[config.mk]
export PLATFORM = sky130hd
export DESIGN_NAME = bri_driver
export DESIGN_NICKNAME = d
export VERILOG_FILES = /design/src/rtl/bri_driver.sv
export SDC_FILE = /design/constraint.sdc
export NUM_CORES = 1
export LEC_CHECK = 0
export CAP_MARGIN = 20
export CELL_PAD_IN_SITES_DETAIL_PLACEMENT = 0
export CELL_PAD_IN_SITES_GLOBAL_PLACEMENT = 1
export CORE_ASPECT_RATIO = 1.25
export CORE_MARGIN = 2
export CORE_UTILIZATION = 42
export DETAILED_ROUTE_END_ITERATION = 8
export GPL_ROUTABILITY_DRIVEN = 0
export PLACE_DENSITY_LB_ADDON = 0.1
export RECOVER_POWER = 25
export SKIP_LAST_GASP = 1
export SYNTH_ARGS = -nofsm -noshare
export SYNTH_HDL_FRONTEND = slang
export SYNTH_SLANG_ARGS = --single-unit
[constraint.sdc]
create_clock -name clk_dds -period 2.6 [get_ports clk_dds]
set_input_delay 0.26 -clock clk_dds [delete_from_list [all_inputs] [get_ports clk_dds]]
set_output_delay 0.26 -clock clk_dds [all_outputs]
set_load 0.03 [all_outputs]
[src/rtl/bri_driver.sv]
// bri_driver -- H-bridge gate driver for the transmit bridge (clk_dds domain).
//
// Turns the registered 5-bit bridge code from the bridge coder into four
// registered gate commands. Any move between two different conducting
// patterns passes through a programmable dead-time interval. A max-on-time
// watchdog forces the bridge off and latches a fault if POS or NEG is held
// for too long.
//
// Parameters
//   MAX_ON     maximum consecutive clk_dds cycles in POS or NEG before fault
// Ports
//   clk_dds    DDS clock, all logic on the rising edge
//   rst        synchronous, active-high reset
//   i          bridge code {turn_delay, quar_delay, phase, half, state_start}
//   dead_time  dead-time length in cycles, sampled on DEAD entry/reload (0 -> 1)
//   q_ah/q_al  A-leg high/low-side gate
//   q_bh/q_bl  B-leg high/low-side gate
//   fault      high while the FSM sits in FAULT
//   pos_cnt    POS entries since state_start last went high, saturating at 255
module bri_driver #(
  parameter logic [15:0] MAX_ON = 16'd4000
) (
  input  logic       clk_dds,
  input  logic       rst,
  input  logic [4:0] i,
  input  logic [7:0] dead_time,
  output logic       q_ah,
  output logic       q_al,
  output logic       q_bh,
  output logic       q_bl,
  output logic       fault,
  output logic [7:0] pos_cnt
);

  typedef enum logic [2:0] {
    S_OFF   = 3'd0,
    S_POS   = 3'd1,
    S_NEG   = 3'd2,
    S_CLAMP = 3'd3,
    S_DEAD  = 3'd4,
    S_FAULT = 3'd5
  } state_t;

  state_t      state;
  state_t      pend;
  logic [7:0]  dcnt;
  logic [15:0] on_cnt;

  state_t      tgt;
  state_t      nxt;
  state_t      nxt_pend;
  logic [7:0]  nxt_dcnt;
  logic [15:0] nxt_on_cnt;
  logic [7:0]  d_len;
  logic        drive_state;
  logic        pos_entry;

  // Target requested by the bridge code; only OFF/POS/NEG/CLAMP are produced.
  always_comb begin
    tgt = S_OFF;
    if (!i[0] || i[4] || i[3]) begin
      tgt = S_OFF;
    end else if (!i[1]) begin
      tgt = S_CLAMP;
    end else if (!i[2]) begin
      tgt = S_POS;
    end else begin
      tgt = S_NEG;
    end
  end

  always_comb begin
    d_len       = (dead_time == 8'd0) ? 8'd1 : dead_time;
    drive_state = (state == S_POS) || (state == S_NEG);
  end

  // Next-state logic. Inside POS/NEG the watchdog outranks any target change
  // so an expired on-time can never be dodged by a late command.
  always_comb begin
    nxt      = state;
    nxt_pend = pend;
    nxt_dcnt = dcnt;
    case (state)
      S_OFF: begin
        if (tgt != S_OFF) begin
          nxt = tgt;
        end
      end
      S_POS, S_NEG, S_CLAMP: begin
        if (drive_state && (on_cnt == MAX_ON - 16'd1)) begin
          nxt = S_FAULT;
        end else if (tgt == S_OFF) begin
          nxt = S_OFF;
        end else if (tgt != state) begin
          nxt      = S_DEAD;
          nxt_dcnt = d_len;
          nxt_pend = tgt;
        end
      end
      S_DEAD: begin
        if (tgt == S_OFF) begin
          nxt      = S_OFF;
          nxt_dcnt = '0;
        end else if (tgt != pend) begin
          // A new conducting target restarts the full dead interval.
          nxt_dcnt = d_len;
          nxt_pend = tgt;
        end else if (dcnt <= 8'd1) begin
          nxt      = pend;
          nxt_dcnt = '0;
        end else begin
          nxt_dcnt = dcnt - 8'd1;
        end
      end
      S_FAULT: begin
        if (!i[0]) begin
          nxt = S_OFF;
        end
      end
      default: begin
        nxt = S_OFF;
      end
    endcase
  end

  always_comb begin
    if (nxt != state) begin
      nxt_on_cnt = '0;
    end else if (drive_state) begin
      nxt_on_cnt = on_cnt + 16'd1;
    end else begin
      nxt_on_cnt = on_cnt;
    end
    pos_entry = (nxt == S_POS) && (state != S_POS);
  end

  // Gates and fault are registered straight from the next state so they
  // change on the same edge as the state register.
  always_ff @(posedge clk_dds) begin
    if (rst) begin
      state   <= S_OFF;
      pend    <= S_OFF;
      dcnt    <= '0;
      on_cnt  <= '0;
      q_ah    <= 1'b0;
      q_al    <= 1'b0;
      q_bh    <= 1'b0;
      q_bl    <= 1'b0;
      fault   <= 1'b0;
      pos_cnt <= '0;
    end else begin
      state  <= nxt;
      pend   <= nxt_pend;
      dcnt   <= nxt_dcnt;
      on_cnt <= nxt_on_cnt;

      q_ah  <= (nxt == S_POS);
      q_bl  <= (nxt == S_POS) || (nxt == S_CLAMP);
      q_bh  <= (nxt == S_NEG);
      q_al  <= (nxt == S_NEG) || (nxt == S_CLAMP);
      fault <= (nxt == S_FAULT);

      if (!i[0]) begin
        pos_cnt <= '0;
      end else if (pos_entry && (pos_cnt != 8'hFF)) begin
        pos_cnt <= pos_cnt + 8'd1;
      end
    end
  end

endmodule

# Word-level counts from Yosys, hierarchy flattened

Index checks and enable logic that the tools add are counted.

Add/subtract/negate cells: 3
Order comparisons: 1
Eq/ne operators: 20
Multiplexer cells: 26
Bitwise gates (word level): 1
Reduce and logical (&&, ||, !) cells: 19

Operators with widths:

| kind                                                           | number |
|---|---|
| two-way mux 8 bit                                              | 7 |
| two-way mux 3 bit                                              | 13 |
| adder 16 x 1 -> 16 bit, second input constant                  | 1 |
| equality test 16 x 12 -> 1 bit, second input constant          | 1 |
| one-hot mux 8 bit (2 select lines)                             | 1 |
| equality test 3 x 2 -> 1 bit, second input constant            | 4 |
| one-hot mux 3 bit (4 select lines)                             | 1 |
| != test 2 bit, second input constant                           | 5 |
| equality test 3 bit, second input constant                     | 3 |
| != test 3 bit                                                  | 3 |
| adder 8 x 1 -> 8 bit, second input constant                    | 1 |
| less-or-equal comparator 8 x 1 -> 1 bit, second input constant | 1 |
| logical NOT 8 bit                                              | 1 |
| != test 8 bit, second input constant                           | 1 |
| subtractor 8 x 1 -> 8 bit, second input constant               | 1 |
| equality test 3 x 1 -> 1 bit, second input constant            | 2 |
| logical NOT 3 bit                                              | 2 |
| two-way mux 2 bit                                              | 3 |
| one-hot mux 3 bit (2 select lines)                             | 1 |
| AND reduction 6 bit                                            | 1 |
| logical OR 1 bit                                               | 5 |
| AND reduction 4 bit                                            | 1 |
| OR reduction 2 bit                                             | 2 |
| logical AND 1 bit                                              | 3 |
| other kinds (6)                                                | 6 |

Bits in registers: 43
Logic and storage cells: 80

# Longest topological paths before layout

Gate-level depths: netlist of run 1.

Depth in word-level cells: 12
Depth in mapped cells: 9

# Worst setup path before layout of run 1

OpenSTA, ideal clock, no wires.

Path kind: reg2reg
From: reg dcnt[0]
To: reg on_cnt[10]
Setup time: 117 ps
Arrival: 2130 ps
Data required time: 2483 ps
Setup slack: 353 ps
Cell stages (with the launch flop): 10
Buffers on the path: 1
Period minus slack after synthesis: 2247 ps
Path through: dfxtp_1 > inv_1 > ha_1 > or2_2 > and3_1 > and3_1 > o31a_1 > o22ai_2 > buf_2 > nor2_1

Longest elaborated chain between the ends: 7

RTL lines:

| item                                    | line | text |
|---|---|---|
| from (decl)                             | 46   | `logic [7:0] dcnt;` |
| from (signal assigned)                  | 154  | `dcnt <= nxt_dcnt;` |
| less-or-equal comparator 8 x 1 -> 1 bit | 108  | `end else if (dcnt <= 8'd1) begin` |
| two-way mux 3 bit                       | 108  |  |
| two-way mux 3 bit                       | 104  | `end else if (tgt != pend) begin` |
| two-way mux 3 bit                       | 101  | `if (tgt == S_OFF) begin` |
| one-hot mux 3 bit (4 select lines)      | 83   | `case (state)` |
| != test 3 bit                           | 127  | `if (nxt != state) begin` |
| OR reduction 2 bit (no line)            | n/a  |  |
| to (signal assigned)                    | 155  | `on_cnt <= nxt_on_cnt;` |
| to (decl)                               | 47   | `logic [15:0] on_cnt;` |

Every way passes these cells.
A chain may end at the register's enable or synchronous reset.

# Worst setup path in the final report of run 1

From: reg state[1]
To: reg pos_cnt[3]

Longest elaborated chain between the ends: 8

RTL lines:

| item                                                          | line   | text |
|---|---|---|
| from (decl)                                                   | 44     | `state_t state;` |
| from (signal assigned)                                        | 152    | `state <= nxt;` |
| != test 3 bit, or another cell as far along                   | 94     | `end else if (tgt != state) begin` |
| two-way mux 3 bit / logical OR 1 bit (equally long branches)  | 94, 74 |  |
| two-way mux 3 bit / logical AND 1 bit (equally long branches) | 92, 90 |  |
| two-way mux 3 bit                                             | 90     | `if (drive_state && (on_cnt == MAX_ON - 16'd1)) begin` |
| one-hot mux 3 bit (4 select lines)                            | 83     |  |
| equality test 3 x 1 -> 1 bit                                  | 134    | `pos_entry = (nxt == S_POS) && (state != S_POS);` |
| logical AND 1 bit (*)                                         | 134    |  |
| logical AND 1 bit (*)                                         | 165    | `end else if (pos_entry && (pos_cnt != 8'hFF)) begin` |
| to (signal assigned)                                          | 166    | `pos_cnt <= pos_cnt + 8'd1;` |
| to (decl)                                                     | 32     | `output logic [7:0] pos_cnt` |

Mark *: on every way between the ends. The rest lies on a longest branch, timed or not.

==> results of run 1 <==
-- how the worst max path moves through the flow --
stage | end | slack, ps | depth (start not counted)
3_3_place_gp | pos_cnt[6] | 30 | 6
2_1_floorplan | on_cnt[10] | 350 | 9
5_1_grt | pos_cnt[6] | 90 | 9
3_5_place_dp | pos_cnt[3] | 7 | 7
4_1_cts | pos_cnt[3] | 170 | 6
6_report | pos_cnt[3] | 250 | 7
-- power groups by stage --
stage / Combinational [mW] / Sequential (mW) / Clock [mW]
final: 0.123 / 0.652 / 0.441
after global routing: 0.134 / 0.653 / 0.481
after CTS: 0.124 / 0.652 / 0.457
after detailed placement: 0.124 / 0.667 / 0
after global placement: 0.123 / 0.668 / 0
after floorplan: 0.0623 / 0.668 / 0
-- cell families (layout without fill, tap and decap cells) --
| kind of cell | Yosys count | count (layout) | share of synthesized area (%) |
|---|---|---|---|
| buffers and inverters | 19 | 65 | 3.80 |
| AOI/OAI and AO/OA | 66 | 66 | 18.3 |
| and+or+nand+nor | 147 | 147 | 33.1 |
| muxes | 5 | 5 | 2.11 |
| DFF | 42 | 42 | 34.5 |
| xor gates and xnor gates | 17 | 17 | 6.11 |
| adders and majority gates | 4 | 4 | 2.05 |
-- critical path, cell delays in order (launching register included) --
cell	delay, ps
dfxtp_1	430
nor3b_1	430
o311a_2	260
and3_1	280
o21ai_1	80
buf_4	190
or4_1	470
a21oi_1	140
-- routing by layer --
layer | share of wire, % | vias to the layer above | wire length, um | GRT usage [%]
li1 | - | 1182 | - | -
met3 | 3.0 | 10 | 180 | 3.72
met1 | 45 | 1094 | 2680 | 23.7
met2 | 51 | 36 | 3020 | 35.9
met4 | 1.6 | 0 | 96 | 6.52
met5 | 0 | - | 0 | 0
-- sequential cells by signal, indices dropped and copies added, names as in the netlist --
| signal | flops |
|---|---|
| state | 3 |
| q_ah | 1 |
| pos_cnt | 8 |
| q_bh | 1 |
| q_al | 1 |
| pend | 2 |
| on_cnt | 16 |
| dcnt | 8 |
| fault | 1 |
| q_bl | 1 |
-- cell usage after synthesis, types with 5 or more instances --
master	number
o31ai_1	6
or4_1	6
xnor2_1	10
o21ai_1	8
nor2_1	37
inv_1	8
nor3_1	8
and3_1	8
nand2_1	30
a21oi_1	21
or2_2	8
o21ai_0	7
dfxtp_1	42
buf_2	5
xor2_1	7
nand3_1	11
nand4_1	8
-- stage by stage --
| stage | worst slack, ps | instances | area (um^2) | hold WS (ps) |
|---|---|---|---|---|
| after floorplan | 353 | 300 | 2440 | 461 |
| after global placement | 30.7 | 404 | 2900 | 475 |
| after detailed placement | 7.03 | 404 | 2900 | 484 |
| after CTS | 166 | 412 | 3000 | 499 |
| after global routing | 85.7 | 412 | 3000 | 511 |
| final | 251 | 412 | 3000 | 496 |
-- what timing repair did --
| item | CTS | global route |
|---|---|---|
| setup buffers | 0 | 0 |
| resized for setup | 0 | 1 |
| setup endpoints to repair | 0 | 2 |
-- area by class of cell --
cell class / instances / area [um^2] / area share, %
multi-input combinational: 239 / 1500 / 50.1
tap: 66 / 82.6 / 2.75
sequential: 42 / 842 / 28.1
inverter: 8 / 30.0 / 1.00
clock inverter: 3 / 23.8 / 0.793
clock buffer: 5 / 68.8 / 2.30
timing repair buffer: 49 / 448 / 14.9
==> flow_summary.ini, run 1 <==
[floorplan]
coreArea_mm2 = 0.00570
start_util_pct = 42.7
dieWidth_um = 72.1
die_h_um = 89.2
fp-row-count = 31
io_pins = 28
die-area_mm2 = 0.00643

[setup_path]
reg2reg_slack_ps = 250
critPathArrivalTime_ps = 2580
crit_start = state[1]
criticalPathCategory = flop to flop
start_kind = flop
r2r-end = pos_cnt[3]
reg2reg_depth = 7
critical_path_required_ps = 2830
end_kind = flop
critPathMaxFanout = 14
reg2reg_from = state[1]

[yosys]
seq_area_frac_synth_pct = 34.5
synth_warnings = 0
avgSynthCellArea_um2 = 8.12
syn_nets = 319
netlist_area_mm2 = 0.00244
synthArstFlopShare_pct = 0
synth_edf_count = 0
synth_area_leaders = dfxtp_1 (35%), nor2_1 (5.7%), nand2_1 (4.6%)
ys_types = 55
ys.flop_type = dfxtp_1
synthCells = 300
ys_seq_elements = 42
netlist.area_leader.share_pct = 34.5
synth_top_cell_by_area = dfxtp_1

[clock_tree]
cts.sinks = 42
clkTransAtPathRegs_ps = 90
root_buffer = clkbuf_8
cts_buffer_depth = 2
clock_latency_ps = 300
cts_hold_buf = 0
cts_tree = built
cts-htree-levels = 2
cts-buffers-inserted = 5

[grt]
grt_max_degree = 18
track_usage_pct = 19.9
grt_overflow = 0
grt_pass1_wl_um = 10200
grt_pass1_vias = 2204
antenna_found_initial = 0

[sta]
timing.setup.tns_ps = 0
fmax_mhz = 426
setup_viol = 0
worst_slew_pin_slew_ps = 498
period_share_pct = 90.4
slew_violations = 0
period_needed_ps = 2350
slew_headroom_pct = 66.6
hold_viol_final = 0
rsz0062_at_grt = no
skew_ps = 7.07

[placement]
port_buffers = 27
dp_hpwl_um = 4510

[cells_and_area]
fillers = 590
finalNetCount = 364
syn_to_final_growth_pct = 23.1
n_antenna_cell = 0
final_common_cell = dfxtp_1
post-route-util_pct = 52.6
mostFrequentLayoutCells = dfxtp_1 (41), nor2_1 (37), nand2_1 (30)
drive_gt1_share_pct = 14.5

[hold_path]
hold_path_end = dcnt[7]
worstHoldStart = dcnt[7]
hold_class = flop to flop
worstHoldPathCells = 2

[route]
viasPerCell = 5.64
wl_per_cell_um = 14.5
drt_pass1_iterations = 4
drtIter0Drc = 58
routed_wl_um = 5990
via_count = 2322
ant_nets = 0
drc = 0

[power_and_ir_drop]
swShare_pct = 26.1
p_total_mw = 1.22
power_density_mw_per_mm2 = 406
switching_power_mw = 0.317
power.share.clock_pct = 36.3
p_leak_nw = 1.20
internal_power_mw = 0.899
comb_power_share_pct = 10.1
ir_worst_vdd_v = 0.000273
seq_power_share_pct = 53.6

[flow_run]
cap_violations = 0

[status]
outcome = complete, no violations
No activity file was read; power rests on OpenSTA's default activity.
==> run 2, diff against run 1 <==
--- a/config.mk
+++ b/config.mk
@@ -5,6 +5,7 @@
 export SDC_FILE = /design/constraint.sdc
 export NUM_CORES = 1
 export LEC_CHECK = 0
+export ABC_CLOCK_PERIOD_IN_PS = 2600
 export CAP_MARGIN = 20
 export CELL_PAD_IN_SITES_DETAIL_PLACEMENT = 0
 export CELL_PAD_IN_SITES_GLOBAL_PLACEMENT = 1
@@ -13,6 +14,7 @@
 export CORE_UTILIZATION = 42
 export DETAILED_ROUTE_END_ITERATION = 8
 export GPL_ROUTABILITY_DRIVEN = 0
+export GPL_TIMING_DRIVEN = 0
 export PLACE_DENSITY_LB_ADDON = 0.1
 export RECOVER_POWER = 25
 export SKIP_LAST_GASP = 1
==> flow_summary.ini, run 2 (synthesis results as in run 1) <==
[setup_path]
path_delay_family = simple AND/OR/NAND/NOR gates
critical_path_required_ps = 2830
worst-path-buf-inv = 2
critPathMaxFanout = 10
critical_path.slowest_cell = clkdlybuf4s50_1
start_kind = primary input
end_kind = flop
crit_chain = clkdlybuf4s50_1 > and3b_1 > o21a_1 > or4_4 > buf_6 > or4_1 > a21oi_1
critPathArrivalTime_ps = 2740
slowest_delay_ps = 630
criticalPathCategory = primary input to flop

[route]
wl_per_cell_um = 14.8
ant_nets = 0
routed_wl_um = 5960
drt_pass1_iterations = 5
via_count = 2323
drc = 0
drtIter0Drc = 94
viasPerCell = 5.76

[floorplan]
die_h_um = 89.2
io_pins = 28
start_util_pct = 42.7
coreArea_mm2 = 0.00570
dieWidth_um = 72.1
die-area_mm2 = 0.00643
fp-row-count = 31

[sta]
period_share_pct = 96.7
slew_headroom_pct = 43.6
setup_viol = 0
period_needed_ps = 2510
worst_slew_pin_slew_ps = 839
rsz0062_at_grt = yes
fmax_mhz = 398
hold_ws_ps = 435
fin_ws_ps = 86.8
hold_viol_final = 0
slew_violations = 0
skew_ps = 7.36
timing.setup.tns_ps = 0

[cells_and_area]
seqCellArea_um2 = 841
largestRegisters = on_cnt: 16 flops, dcnt: 8 flops, pos_cnt: 8 flops
final_common_cell = dfxtp_1
largest_reg_flops = 16
layoutNonFillerInstCount = 403
mostFrequentLayoutCells = dfxtp_1 (42), nor2_1 (37), nand2_1 (30)
fillers = 586
finalNetCount = 355
n_antenna_cell = 0
largest-register = on_cnt
drive_gt1_share_pct = 12.8
multiInputGateArea_mm2 = 0.00154
syn_to_final_growth_pct = 21.6

[grt]
grt_max_degree = 15
track_usage_pct = 20.0
grt_overflow = 0
grt_pass1_wl_um = 10300
grt_pass1_vias = 2232
antenna_found_initial = 0

[clock_tree]
clkTransAtPathRegs_ps = 90
cts.sinks = 42
cts_tree = built
cts-buffers-inserted = 5
clock_latency_ps = 300
cts-htree-levels = 2
root_buffer = clkbuf_8
cts_buffer_depth = 2

[power_and_ir_drop]
p_leak_nw = 1.17
ir_worst_vdd_v = 0.000271
power_density_mw_per_mm2 = 441
seq_power_share_pct = 49.8
swShare_pct = 24.2
internal_power_mw = 0.990
power.share.clock_pct = 41.0
comb_power_share_pct = 9.2
switching_power_mw = 0.317
p_total_mw = 1.31

[placement]
dp_hpwl_um = 4450
dp_cells = 392
place_ws_ps = -439
port_buffers = 26

[hold_path]
hold_class = primary input to flop

[status]
outcome = complete, no violations

[flow_run]
cap_violations = 0
==> run 2: what timing repair did <==
| item | CTS | global route |
|---|---|---|
| setup endpoints to repair | 14 | 25 |
| buffers inserted | 0 | 3 |
| pin swaps | 0 | 1 |
| hold buffers | 0 | 0 |
| hold endpoints to repair | 0 | 0 |
| gates resized for setup | 2 | 9 |
==> run 2: final timing paths <==
check | endpoint | cells past startpoint | slack (ps) | from
setup / recovery | pos_cnt[2] | 7 | 90 | i[1]
hold / removal | q_al | 2 | 440 | rst
setup reg to reg | on_cnt[12] | 9 | 140 | dcnt[0]
hold reg to reg | pos_cnt[5] | 2 | 500 | pos_cnt[5]
==> run 2: area by class of cell <==
type	instances	share of cell area, %
Buffer	11	2.37
Sequential cell	42	28.4
Clock buffer	5	2.32
Timing Repair Buffer	29	9.55
Tap cell	66	2.79
Clock inverter	3	1.48
Inverter	8	1.01
Multi-Input combinational cell	239	52.1
==> run 2: per-stage QoR <==
stage | util [%] | cell area [um^2]
final | 51.9 | 2960
after global routing | 51.9 | 2960
after CTS | 50.8 | 2900
after detailed placement | 48.7 | 2780
after global placement | 48.7 | 2780
after floorplan | - | 2440
==> run 2: power by group through the flow <==
stage	clock [mW]	combinational, mW	sequential (mW)
finish	0.536	0.120	0.651
global route	0.577	0.133	0.651
CTS	0.545	0.114	0.650
detailed placement	0	0.113	0.666
global placement	0	0.112	0.666
floorplan	0	0.0623	0.668
==> run 2: layer usage <==
layer / vias up / track usage, % / wire length (um)
met5: - / 0 / 0
met1: 1107 / 25.4 / 2740
met2: 43 / 34.9 / 2960
met4: 0 / 5.83 / 74
li1: 1167 / - / -
met3: 6 / 2.93 / 188
==> run 3, diff against run 2 <==
--- a/config.mk
+++ b/config.mk
@@ -5,7 +5,7 @@
 export SDC_FILE = /design/constraint.sdc
 export NUM_CORES = 1
 export LEC_CHECK = 0
-export ABC_CLOCK_PERIOD_IN_PS = 2600
+export ABC_CLOCK_PERIOD_IN_PS = 2850
 export CAP_MARGIN = 20
 export CELL_PAD_IN_SITES_DETAIL_PLACEMENT = 0
 export CELL_PAD_IN_SITES_GLOBAL_PLACEMENT = 1
@@ -17,6 +17,7 @@
 export GPL_TIMING_DRIVEN = 0
 export PLACE_DENSITY_LB_ADDON = 0.1
 export RECOVER_POWER = 25
+export SETUP_SLACK_MARGIN = 0.2
 export SKIP_LAST_GASP = 1
 export SYNTH_ARGS = -nofsm -noshare
 export SYNTH_HDL_FRONTEND = slang
==> constraint.sdc (replaced) <==
create_clock -name clk_dds -period 2.85 [get_ports clk_dds]
set_input_delay 0.285 -clock clk_dds [delete_from_list [all_inputs] [get_ports clk_dds]]
set_output_delay 0.285 -clock clk_dds [all_outputs]
set_load 0.03 [all_outputs]
==> flow_summary.ini, run 3 (synthesis results as in run 1) <==
[clock_tree]
cts_tree = built
cts-htree-levels = 2
cts-buffers-inserted = 5
root_buffer = clkbuf_8
clock_latency_ps = 300
clkTransAtPathRegs_ps = 90
cts_buffer_depth = 2
cts_hold_buf = 0
cts.sinks = 42

[route]
routed_wl_um = 5990
drt_pass1_iterations = 4
topRoutingLayerUsed = met4
ant_nets = 0
dr_wl_met3_um = 215
via_count = 2318
drtIter0Drc = 102
viasPerCell = 5.75
wl_met2_um = 2980
wl_per_cell_um = 14.9
wl_met1_um = 2730
drc = 0

[power_and_ir_drop]
power_density_mw_per_mm2 = 403
switching_power_mw = 0.289
p_total_mw = 1.19
comb_power_share_pct = 9.2
internal_power_mw = 0.903
ir_worst_vdd_v = 0.000248
swShare_pct = 24.3
seq_power_share_pct = 49.8
p_leak_nw = 1.18
power.share.clock_pct = 41.0

[cells_and_area]
largest_reg_flops = 16
design_area_mm2 = 0.00296
mostFrequentLayoutCells = dfxtp_1 (42), nor2_1 (37), nand2_1 (30)
post-route-util_pct = 51.9
syn_to_final_growth_pct = 21.4
fillers = 586
final_common_cell = dfxtp_1
n_antenna_cell = 0
drive_gt1_share_pct = 12.5
largest-register = on_cnt
finalNetCount = 355
largestRegisters = on_cnt: 16 flops, dcnt: 8 flops, pos_cnt: 8 flops

[status]
outcome = complete, no violations

[sta]
period_needed_ps = 2550
timing.setup.tns_ps = 0
slew_violations = 0
hold_viol_final = 0
skew_ps = 8.25
worst_slew_pin_slew_ps = 837
rsz0062_at_grt = yes
setup_viol = 0
slew_headroom_pct = 43.8
period_share_pct = 89.4
fmax_mhz = 392

[setup_path]
critPathArrivalTime_ps = 2740
critical_path_required_ps = 3050
reg2reg_from = dcnt[0]
reg2reg_slack_ps = 360
criticalPathCategory = primary input to flop
r2r-end = on_cnt[12]
reg2reg_depth = 9
endpoint = on_cnt[12]
end_kind = flop
crit_start = i[1]
critPathMaxFanout = 10
start_kind = primary input

[placement]
dp_hpwl_um = 4450
place_area_mm2 = 0.00278
port_buffers = 26

[flow_run]
cap_violations = 0

[floorplan]
die-area_mm2 = 0.00643
die_h_um = 89.2
coreArea_mm2 = 0.00570
io_pins = 28
dieWidth_um = 72.1
start_util_pct = 42.7
fp-row-count = 31

[grt]
grt_pass1_wl_um = 10300
grt_max_degree = 15
track_usage_pct = 20.0
grt_pass1_vias = 2232
antenna_found_initial = 0
grt_overflow = 0

[hold_path]
hold_class = primary input to flop
==> run 3: cell types whose count changed in the layout (fill, tap and decap cells not counted) <==
cell / change
nor4_1: +1
buf_6: -1
nor3b_4: +1
nor3b_2: -1
nor4_2: -1
buf_4: +1
==> run 3: area by class of cell <==
class                           count  area [um^2]  share of cell area, %
Sequential cell                    42          841                   28.4
Clock buffer                        5         68.8                   2.33
Buffer                             11         66.3                   2.24
Clock inverter                      3         43.8                   1.48
Tap cell                           66         82.6                   2.79
Inverter                            8         30.0                   1.02
Multi-Input combinational cell    239         1540                   52.2
Timing Repair Buffer               29          283                   9.56
==> run 3: repair_timing <==
action / 4_1_cts / 5_1_grt
setup buffers: 0 / 3
endpoints found under the setup margin: 3 / 23
gates resized for setup: 1 / 10
pin swaps: 0 / 1
==> run 3: power by group through the flow <==
| stage | logic [mW] | registers (mW) | clock network (mW) |
|---|---|---|---|
| 5_1_grt | 0.121 | 0.594 | 0.526 |
| 2_1_floorplan | 0.0568 | 0.610 | 0 |
| 3_5_place_dp | 0.103 | 0.607 | 0 |
| 4_1_cts | 0.103 | 0.593 | 0.497 |
| 3_3_place_gp | 0.102 | 0.607 | 0 |
| 6_report | 0.109 | 0.593 | 0.489 |
==> run 3: worst min path at each step <==
stage               cells past startpoint       to  startpoint  slack, ps
finish                                  2     q_al         rst        440
global route                            2     q_al         rst        470
CTS                                     2     q_al         rst        460
detailed placement                      2  dcnt[7]     dcnt[7]        490
global placement                        2  dcnt[7]     dcnt[7]        480
floorplan                               2  dcnt[7]     dcnt[7]        460
==> run 3: layer usage <==
layer / global-route usage (%) / vias to the layer above
li1: - / 1166
met5: 0 / -
met1: 25.4 / 1098
met3: 2.93 / 4
met2: 34.9 / 50
met4: 5.83 / 0
==> run 3: metrics by stage <==
stage,hold slack (ps),std cells,setup WS (ps)
floorplan,461,300,603
global placement,477,392,-204
detailed placement,488,392,-214
CTS,464,400,206
global route,471,403,189
finish,445,403,302
==> run 3: worst max-delay path, cell delays in order <==
cell and delay (ps):
clkdlybuf4s50_1 560, and4bb_1 290, o311a_2 480, and3_1 280
o31a_1 300, o22ai_4 270, buf_4 230, nor2_1 60
